$ cat src/rtl/led_sched_if.sv
// Bundle of request-side and LED-side signals for led_sched.
// Latency: n/a (wires only); backpressure: none, requests are level-held.
// master = requester side (drives req/req_seq), slave = scheduler side.
interface led_sched_if;
  logic [3:0]  req;        // level request per requester
  logic [31:0] req_seq;    // 4 x 8-bit LED sequences, requester i at [8i+7:8i]
  logic [3:0]  grant;      // one-hot current owner, 0 when idle
  logic [3:0]  done;       // one-cycle completion pulse per requester
  logic        busy;       // high while a sequence plays
  logic        LED_RED;    // active-low red LED
  logic        LED_GREEN;  // active-low green LED

  modport master (
    output req, req_seq,
    input  grant, done, busy, LED_RED, LED_GREEN
  );

  modport slave (
    input  req, req_seq,
    output grant, done, busy, LED_RED, LED_GREEN
  );
endinterface

$ cat src/rtl/led_sched.sv
// Round-robin scheduler sharing two active-low status LEDs between four requesters.
// Latency: req sampled at edge N -> grant/busy/step-0 LEDs after edge N; a sequence lasts 4*TICK_DIV cycles.
// Backpressure: none; req is a level, a granted sequence always runs to completion (or preemption/reset).
//
// Ports: CLK (single clock), RST (synchronous, active-high), bus (led_sched_if.slave):
//   req/req_seq in, grant/done/busy/LED_RED/LED_GREEN out.
// Optional feature: define LED_SCHED_PREEMPT_EN to make requester 3 preempt any other owner.
module led_sched #(
  parameter int TICK_DIV = 6_000_000  // clock cycles per sequence step, >= 2
) (
  input  logic        CLK,
  input  logic        RST,
  led_sched_if.slave  bus
);

  localparam int             TW       = $clog2(TICK_DIV);
  localparam logic [TW-1:0]  TICK_MAX = TW'(TICK_DIV - 1);

  typedef enum logic {IDLE, RUN} state_t;

  state_t         state, state_nxt;
  logic [1:0]     step;
  logic [TW-1:0]  tick;
  logic [7:0]     seq;       // sequence latched at grant time
  logic [1:0]     last;      // most recently completed owner
  logic [1:0]     owner;     // index of current owner, meaningful only in RUN
  logic [3:0]     done_r;

  logic           any_req;
  logic           seq_end;
  logic           preempt;
  logic [1:0]     pick_idle;
  logic [1:0]     pick_cmp;
  logic [1:0]     cur_bits;

  // First requester found scanning base+1, base+2, base+3, base.
  function automatic logic [1:0] rr_pick(input logic [1:0] base, input logic [3:0] r);
    logic [1:0] idx;
    logic       found;
    rr_pick = base;
    found   = 1'b0;
    for (int k = 1; k <= 4; k++) begin
      idx = base + 2'(k);
      if (!found && r[idx]) begin
        rr_pick = idx;
        found   = 1'b1;
      end
    end
  endfunction

  assign any_req   = |bus.req;
  assign seq_end   = (state == RUN) && (step == 2'd3) && (tick == TICK_MAX);
  assign pick_idle = rr_pick(last, bus.req);
  // At completion the search starts after the finishing owner, i.e. the updated last.
  assign pick_cmp  = rr_pick(owner, bus.req);

`ifdef LED_SCHED_PREEMPT_EN
  assign preempt = (state == RUN) && bus.req[3] && (owner != 2'd3);
`else
  assign preempt = 1'b0;
`endif

  // State register
  always_ff @(posedge CLK) begin
    if (RST) state <= IDLE;
    else     state <= state_nxt;
  end

  // Next-state logic
  always_comb begin
    state_nxt = state;
    case (state)
      IDLE: if (any_req) state_nxt = RUN;
      RUN:  if (!preempt && seq_end && !any_req) state_nxt = IDLE;
      default: state_nxt = IDLE;
    endcase
  end

  // Datapath: owner selection, sequence latch, step/tick counters
  always_ff @(posedge CLK) begin
    if (RST) begin
      step   <= 2'd0;
      tick   <= '0;
      seq    <= 8'd0;
      last   <= 2'd3;
      owner  <= 2'd0;
      done_r <= 4'd0;
    end else begin
      done_r <= 4'd0;
      if (state == IDLE) begin
        if (any_req) begin
          owner <= pick_idle;
          seq   <= bus.req_seq[{pick_idle, 3'b000} +: 8];
          step  <= 2'd0;
          tick  <= '0;
        end
      end else if (preempt) begin
        // Aborted owner gets no done and last is left alone.
        owner <= 2'd3;
        seq   <= bus.req_seq[31:24];
        step  <= 2'd0;
        tick  <= '0;
      end else if (tick == TICK_MAX) begin
        tick <= '0;
        step <= step + 2'd1;  // wraps 3 -> 0, ready for a back-to-back grant
        if (step == 2'd3) begin
          done_r <= 4'b0001 << owner;
          last   <= owner;
          if (any_req) begin
            owner <= pick_cmp;
            seq   <= bus.req_seq[{pick_cmp, 3'b000} +: 8];
          end
        end
      end else begin
        tick <= tick + 1'b1;
      end
    end
  end

  // Outputs: decoded from registers only, no combinational path from inputs
  always_comb begin
    cur_bits      = seq[{step, 1'b0} +: 2];
    bus.grant     = 4'd0;
    bus.busy      = 1'b0;
    bus.LED_RED   = 1'b1;
    bus.LED_GREEN = 1'b1;
    bus.done      = done_r;
    if (state == RUN) begin
      bus.grant     = 4'b0001 << owner;
      bus.busy      = 1'b1;
      bus.LED_RED   = ~cur_bits[0];
      bus.LED_GREEN = ~cur_bits[1];
    end
  end

endmodule
$ cat src/flat_wrapper.sv
// flat-port wrapper written by rule: the top's interface ports become plain ports
module led_sched_flat 
#(
  parameter int TICK_DIV = 6_000_000                                         
)
  (CLK, RST, bus_req, bus_req_seq, bus_grant, bus_done, bus_busy, bus_LED_RED, bus_LED_GREEN);
  led_sched_if bus_i ();
  input  logic CLK;
  input  logic RST;
  input wire logic [$bits(bus_i.req)-1:0] bus_req;
  input wire logic [$bits(bus_i.req_seq)-1:0] bus_req_seq;
  output wire logic [$bits(bus_i.grant)-1:0] bus_grant;
  output wire logic [$bits(bus_i.done)-1:0] bus_done;
  output wire logic [$bits(bus_i.busy)-1:0] bus_busy;
  output wire logic [$bits(bus_i.LED_RED)-1:0] bus_LED_RED;
  output wire logic [$bits(bus_i.LED_GREEN)-1:0] bus_LED_GREEN;
  assign bus_i.req = bus_req;
  assign bus_i.req_seq = bus_req_seq;
  assign bus_grant = bus_i.grant;
  assign bus_done = bus_i.done;
  assign bus_busy = bus_i.busy;
  assign bus_LED_RED = bus_i.LED_RED;
  assign bus_LED_GREEN = bus_i.LED_GREEN;
  led_sched #(.TICK_DIV(TICK_DIV)) u_core (.CLK(CLK), .RST(RST), .bus(bus_i));
endmodule
$ cat config.mk
export PLATFORM = sky130hd
export DESIGN_NAME = led_sched_flat
export DESIGN_NICKNAME = d
export VERILOG_FILES = /design/src/rtl/led_sched_if.sv /design/src/rtl/led_sched.sv /design/src/flat_wrapper.sv
export SDC_FILE = /design/constraint.sdc
export NUM_CORES = 1
export LEC_CHECK = 0
export CAP_MARGIN = 40
export CORE_UTILIZATION = 40
export DETAILED_ROUTE_END_ITERATION = 6
export PLACE_DENSITY = 0.69
export SLEW_MARGIN = 20
export SYNTH_ARGS = -nofsm -noshare
export SYNTH_HDL_FRONTEND = slang
export SYNTH_SLANG_ARGS = --single-unit
$ cat constraint.sdc
create_clock -name CLK -period 7 [get_ports CLK]
set_clock_uncertainty 0.2 [all_clocks]
set_input_delay 1.4 -clock CLK [delete_from_list [all_inputs] [get_ports CLK]]
set_output_delay 1.4 -clock CLK [all_outputs]
set_load 0.02 [all_outputs]
# After elaboration in Yosys (flattened, before gate mapping)
# Index checks and enable logic that the tools add are counted.
[classes]
n_lt_le_gt_ge = 8
div = 0
addsub = 8
reduce_logical = 22
mux = 53
mul = 0
n_bitwise = 5
n_eq_ne = 4
shifts = 4
[ops]
columns = ["operator", "n"]
rows = [
  ["two-way mux 23 bit", 3],
  ["indexed part select 32 x 6 -> 8 bit", 2],
  ["two-way mux 8 bit", 5],
  ["two-way mux 2 bit", 16],
  ["less-than comparator 2 x 3 -> 1 bit, second input constant", 8],
  ["adder 23 x 1 -> 23 bit, second input constant", 1],
  ["equality test 23 bit, second input constant", 1],
  ["two-way mux 1 bit", 19],
  ["binary-select mux 1 bit (select 2 bit)", 8],
  ["logical AND 1 bit", 9],
  ["adder 2 bit, second input constant", 4],
  ["OR reduction 4 bit", 2],
  ["indexed part select 8 x 4 -> 2 bit", 1],
  ["logical NOT 1 bit", 7],
  ["adder 2 x 1 -> 2 bit, second input constant", 3],
  ["AND reduction 3 bit", 2],
  ["inverter 1 bit", 5],
  ["two-way mux 4 bit", 1],
  ["inequality test 2 bit, second input constant", 2],
  ["left shift 1 x 2 -> 4 bit, first input constant", 1],
  ["equality test 2 bit, second input constant", 1],
  ["case mux 1 bit (2 select lines)", 1],
  ["AND reduction 2 bit", 1],
  ["nonzero test 2 bit", 1],
]
[word_totals]
mem_bits_rw = 0
elab_cells = 111
memories = 0
latch_bits = 0
output_inout_bits = 11
romBits = 0
register_bits = 42
inputBits = 38

# Logic depth before layout (Yosys ltp)
[depth]
depth_word = 18
mapped_depth = 12
ltp_nobuf = 8

# Worst setup path after synthesis
# No wires, ideal clock.
[synth_path]
kind = "input to register"
from = "in bus_req[2]"
to = "reg u_core.seq[3]"
stages = 10
arrival_time_ps = 3197
setup_time_ps = 82
t_required_ps = 6718
path_slack_ps = 3521
path_buffers = 3
cell_sequence = "clkbuf_1 mux2_2 nand2_1 a311oi_1 and3_1 clkbuf_1 clkbuf_1 a221o_1 o21ai_0 o2111ai_1"
[synth_between]
elab_chain_cells = 17
elab_cells_between_ends = 51
classes_between = "shift (2); mux (35); reduce/logical (14)"
[synth_rtl]
columns = ["item", "line", "rtl"]
rows = [
  ["start, declared", "flat_wrapper.sv:10", "input wire logic [$bits(bus_i.req)-1:0] bus_req;"],
  ["binary-select mux 1 bit (select 2 bit)", "led_sched.sv:44", "if (!found && r[idx]) begin"],
  ["two-way mux 1 bit (implied by the code)", "led_sched.sv:44", ""],
  ["two-way mux 1 bit", "led_sched.sv:44", ""],
  ["logical NOT 1 bit", "led_sched.sv:44", ""],
  ["logical AND 1 bit", "led_sched.sv:44", ""],
  ["two-way mux 1 bit", "led_sched.sv:44", ""],
  ["logical NOT 1 bit", "led_sched.sv:44", ""],
  ["logical AND 1 bit", "led_sched.sv:44", ""],
  ["two-way mux 1 bit", "led_sched.sv:44", ""],
  ["logical NOT 1 bit", "led_sched.sv:44", ""],
  ["logical AND 1 bit", "led_sched.sv:44", ""],
  ["two-way mux 2 bit", "led_sched.sv:44", ""],
  ["indexed part select 32 x 6 -> 8 bit", "led_sched.sv:111", "seq <= bus.req_seq[{pick_cmp, 3'b000} +: 8];"],
  ["two-way mux 8 bit", "led_sched.sv:109", "if (any_req) begin"],
  ["two-way mux 8 bit", "led_sched.sv:106", "if (step == 2'd3) begin"],
  ["two-way mux 8 bit", "led_sched.sv:103", "end else if (tick == TICK_MAX) begin"],
  ["two-way mux 8 bit", "led_sched.sv:90", "if (state == IDLE) begin"],
  ["end signal, assigned", "led_sched.sv:93", "seq <= bus.req_seq[{pick_idle, 3'b000} +: 8];"],
  ["end signal, assigned", "led_sched.sv:100", "seq <= bus.req_seq[31:24];"],
  ["end signal, assigned", "led_sched.sv:111", ""],
  ["end, declared", "led_sched.sv:24", "logic [7:0] seq;"],
]
# Several ways; a longest one is shown, not always the timed one. The select of a mux whose other input is x is not followed.
# A chain may end at the register's enable or synchronous reset.

# Worst setup path in the final report
[layout_path]
from = "reg u_core.owner[0]"
to = "out bus_grant[2]"
[layout_between]
elab_chain_cells = 2
[layout_rtl]
columns = ["item", "line", "rtl"]
rows = [
  ["start, declared", "led_sched.sv:26", "logic [1:0] owner;"],
  ["start signal, assigned", "led_sched.sv:92", "owner <= pick_idle;"],
  ["start signal, assigned", "led_sched.sv:110", "owner <= pick_cmp;"],
  ["left shift 1 x 2 -> 4 bit", "led_sched.sv:129", "bus.grant = 4'b0001 << owner;"],
  ["two-way mux 4 bit", "led_sched.sv:128", "if (state == RUN) begin"],
  ["end, declared", "flat_wrapper.sv:12", "output wire logic [$bits(bus_i.grant)-1:0] bus_grant;"],
]
# No other way between the ends.

==> impl_metrics.tcl <==
set metrics [dict create \
    async_flop_share_pct 0 \
    grt_antenna_before_repair 0 \
    reg2reg_slack_ns 3.14 \
    yosys.cell_types.count 50 \
    synthCells 372 \
    ys_seq_area_share_pct 28.3 \
    cts_resized 0 \
    rows 31 \
    powerDensity_nw_per_um2 180 \
    setup_violations 0 \
    critPathLaunchType "flip-flop" \
    hold_path_class "flip-flop to flip-flop" \
    syn-num-nets 416 \
    end_kind "output pin" \
    gp_congestion 0.809 \
    start_util_pct 41.2 \
    synth_area_per_cell_um2 7.99 \
    netSwitchingPower_mw 0.205 \
    core-area_um2 7210 \
    nets 447 \
    wirelength_um 8370 \
    final_cell_area_um2 3630 \
    viasPerCell 6.28 \
    period_share_pct 58.5 \
    path_class "flip-flop to output pin" \
    rsz0062_at_grt "false" \
    cts_tree "done" \
    dpl_cell_area_um2 3510 \
    finalSetupTns_ns 0 \
    hold_ws_ns 0.291 \
    tightest_slew_ns 0.789 \
    max_cap_violations 0 \
    hold-path-cell-count 2 \
    antennaDiodeCount 0 \
    crit_fanout 24 \
    cp.arrival_ns 2.50 \
    port_buffers 48 \
    grt_pass1_vias 2825 \
    area_growth_pct 21.9 \
    p_leak_nw 1.27 \
    hold_viol 0 \
    dr.pass1.iters 4 \
    max_freq_mhz 244 \
    dp_hpwl_um 5690 \
    clockRootBuffer "clkbuf_8" \
    pin_count 49 \
    worstHoldStart "u_core.tick[3]" \
    die_w_um 88.2 \
    drt-initial-drc-count 130 \
    ant_nets 0 \
    clock_sinks 42 \
    grt_usage_pct 21.8 \
    grt-ovfl-total 0 \
    post_cts.repair.setup_buffers 0 \
    critPathRequiredTime_ns 5.40 \
    r2r-start "u_core.owner[0]" \
    p_comb_share_pct 29.7 \
    cts_htree_levels 2 \
    r2r_cells 10 \
    min_to "u_core.tick[3]" \
    grt_pass1_wl_um 13400 \
    drv_slew 0 \
    drive_gt1_share_pct 6.68 \
    final_core_util_pct 50.3 \
    intPower_mw 0.447 \
    vias 3159 \
    synth_top_cell_by_area "dfxtp_1" \
    vdd_drop_max_v 0.000135 \
    clockPowerShare_pct 30.7 \
    synth_warnings 0 \
    synthTopCellsByArea "dfxtp_1 28%, a221o_1 8.1%, a22o_1 7.1%" \
    cts_buffer_depth 2 \
    final.min_clock_period_ns 4.10 \
    synth_edf_count 0 \
    avgRoutedWirePerCell_um 16.6 \
    synth.ff_latch_count 42 \
    cts_buffers 5 \
    reg2reg_to "u_core.seq[5]" \
    synth_top_flop_cell "dfxtp_1" \
    p_seq_share_pct 39.6 \
    grt_max_degree 35 \
    drc_errors 0 \
    clock_latency_ns 0.31 \
    maxSlewHeadroom_pct 47.4 \
    cts_hold_buf 0 \
    yosysTopAreaCellShare_pct 28.3 \
    clk_pin_slew_ns 0.09 \
    outcome "complete, no violations" \
    die_h_um 88.2 \
    syn_area_um2 2970 \
    dieArea_um2 7780 \
    p_sw_share_pct 31.4 \
]
metal layers:
metal	vias up	part of all wire, %	GRT usage [%]
met5	-	0	0
met4	0	1.0	7.62
met3	7	6.1	3.08
met2	112	47	37.3
met1	1516	46	28.0
li1	1524	-	-
worst max-delay path by stage:
stage                     from             to  slack (ns)  cells after the start
6_report       u_core.owner[0]   bus_grant[2]        2.90                      5
5_1_grt        u_core.owner[0]   bus_grant[0]        2.73                      5
4_1_cts        u_core.owner[0]   bus_grant[2]        2.88                      5
3_5_place_dp        bus_req[2]  u_core.seq[5]        2.70                      9
3_3_place_gp        bus_req[2]  u_core.seq[7]        2.67                      8
2_1_floorplan       bus_req[2]  u_core.seq[3]        3.52                     10
cell families (layout without fill, tap and decap cells):
logic type      Yosys count  count (layout)  synth area share, %
fa+ha+maj                 6               6                 2.52
buf+inv                  38              70                 5.43
compound gates          148             148                 37.4
simple gates            133             133                 23.8
flops                    42              42                 28.3
mux                       5               5                 2.61
registers in the layout (all words and copies together), names as in the netlist:
signal and cells:
u_core.tick 23, u_core.seq 8, u_core.bus.done 4, u_core.last 2, u_core.owner 2, u_core.step 2
u_core.state 1
cells in the final DEF (no fill, tap or decap), types with 2 or more instances in the layout:
master / Yosys / routed
nand3_1: 8 / 8
a221o_1: 24 / 24
clkbuf_8: 0 / 5
buf_6: 2 / 2
o2111ai_1: 8 / 8
a21oi_1: 21 / 21
a22oi_1: 10 / 10
nand4_1: 11 / 11
o21ai_0: 25 / 25
o211ai_1: 2 / 2
nand3b_1: 4 / 4
a31oi_1: 8 / 8
a21o_1: 2 / 2
ha_1: 6 / 6
inv_1: 6 / 6
mux4_2: 2 / 2
o22ai_1: 2 / 2
clkdlybuf4s50_1: 0 / 48
dfxtp_1: 42 / 42
a211o_1: 2 / 2
buf_4: 0 / 4
nand2b_1: 2 / 2
and3_1: 7 / 7
nor3_1: 8 / 8
and2_1: 11 / 11
nand4b_1: 2 / 2
a311oi_1: 10 / 10
nand2_1: 31 / 31
clkinvlp_4: 0 / 2
a211oi_1: 4 / 4
nor2b_1: 2 / 2
nor2_1: 36 / 36
mux2_2: 2 / 2
a22o_1: 24 / 24
critical path: stages, from the launching register on:
cell and delay (ns):
dfxtp_1 0.43, buf_8 0.21, inv_1 0.55, ha_1 0.27, and2_1 0.12, clkdlybuf4s50_1 0.60
cell type report:
class                   instances  area [µm²]
well taps                      99         124
clock inverters                 3        45.0
clock buffers                   5        68.8
multi-input cells             292        1970
fillers                       714        3590
inverters                       6        22.5
repair buffers                 56         553
flip-flops and latches         42         841
synth_stat cells (2+ instances only):
| cell | number |
|---|---|
| a221o_1 | 24 |
| o21ai_0 | 25 |
| o2111ai_1 | 8 |
| mux2_2 | 2 |
| a311oi_1 | 10 |
| nand2_1 | 31 |
| nand3_1 | 8 |
| clkbuf_1 | 27 |
| nor3_1 | 8 |
| nor2b_1 | 2 |
| buf_2 | 3 |
| ha_1 | 6 |
| a22oi_1 | 10 |
| a21oi_1 | 21 |
| dfxtp_1 | 42 |
| and3_1 | 7 |
| nand4b_1 | 2 |
| buf_6 | 2 |
| a31oi_1 | 8 |
| nand2b_1 | 2 |
| a22o_1 | 24 |
| nand4_1 | 11 |
| and2_1 | 11 |
| a211oi_1 | 4 |
| o211ai_1 | 2 |
| inv_1 | 6 |
| mux4_2 | 2 |
| nor2_1 | 36 |
| nand3b_1 | 4 |
| a21o_1 | 2 |
| o22ai_1 | 2 |
| a211o_1 | 2 |
power groups by stage:
stage	Combinational (mW)	Clock (mW)	Sequential, mW
after floorplan	0.131	0	0.259
after global placement	0.178	0	0.266
after detailed placement	0.190	0	0.263
after CTS	0.192	0.203	0.258
after global routing	0.211	0.210	0.259
final	0.194	0.200	0.258
metrics by stage:
stage / total power [mW] / std cells / setup slack (ns)
2_1_floorplan: 0.390 / 372 / 3.52
3_3_place_gp: 0.443 / 491 / 2.67
3_5_place_dp: 0.454 / 494 / 2.70
4_1_cts: 0.652 / 502 / 2.88
5_1_grt: 0.679 / 503 / 2.73
6_report: 0.652 / 503 / 2.90
(Power assumes the default switching activity.)
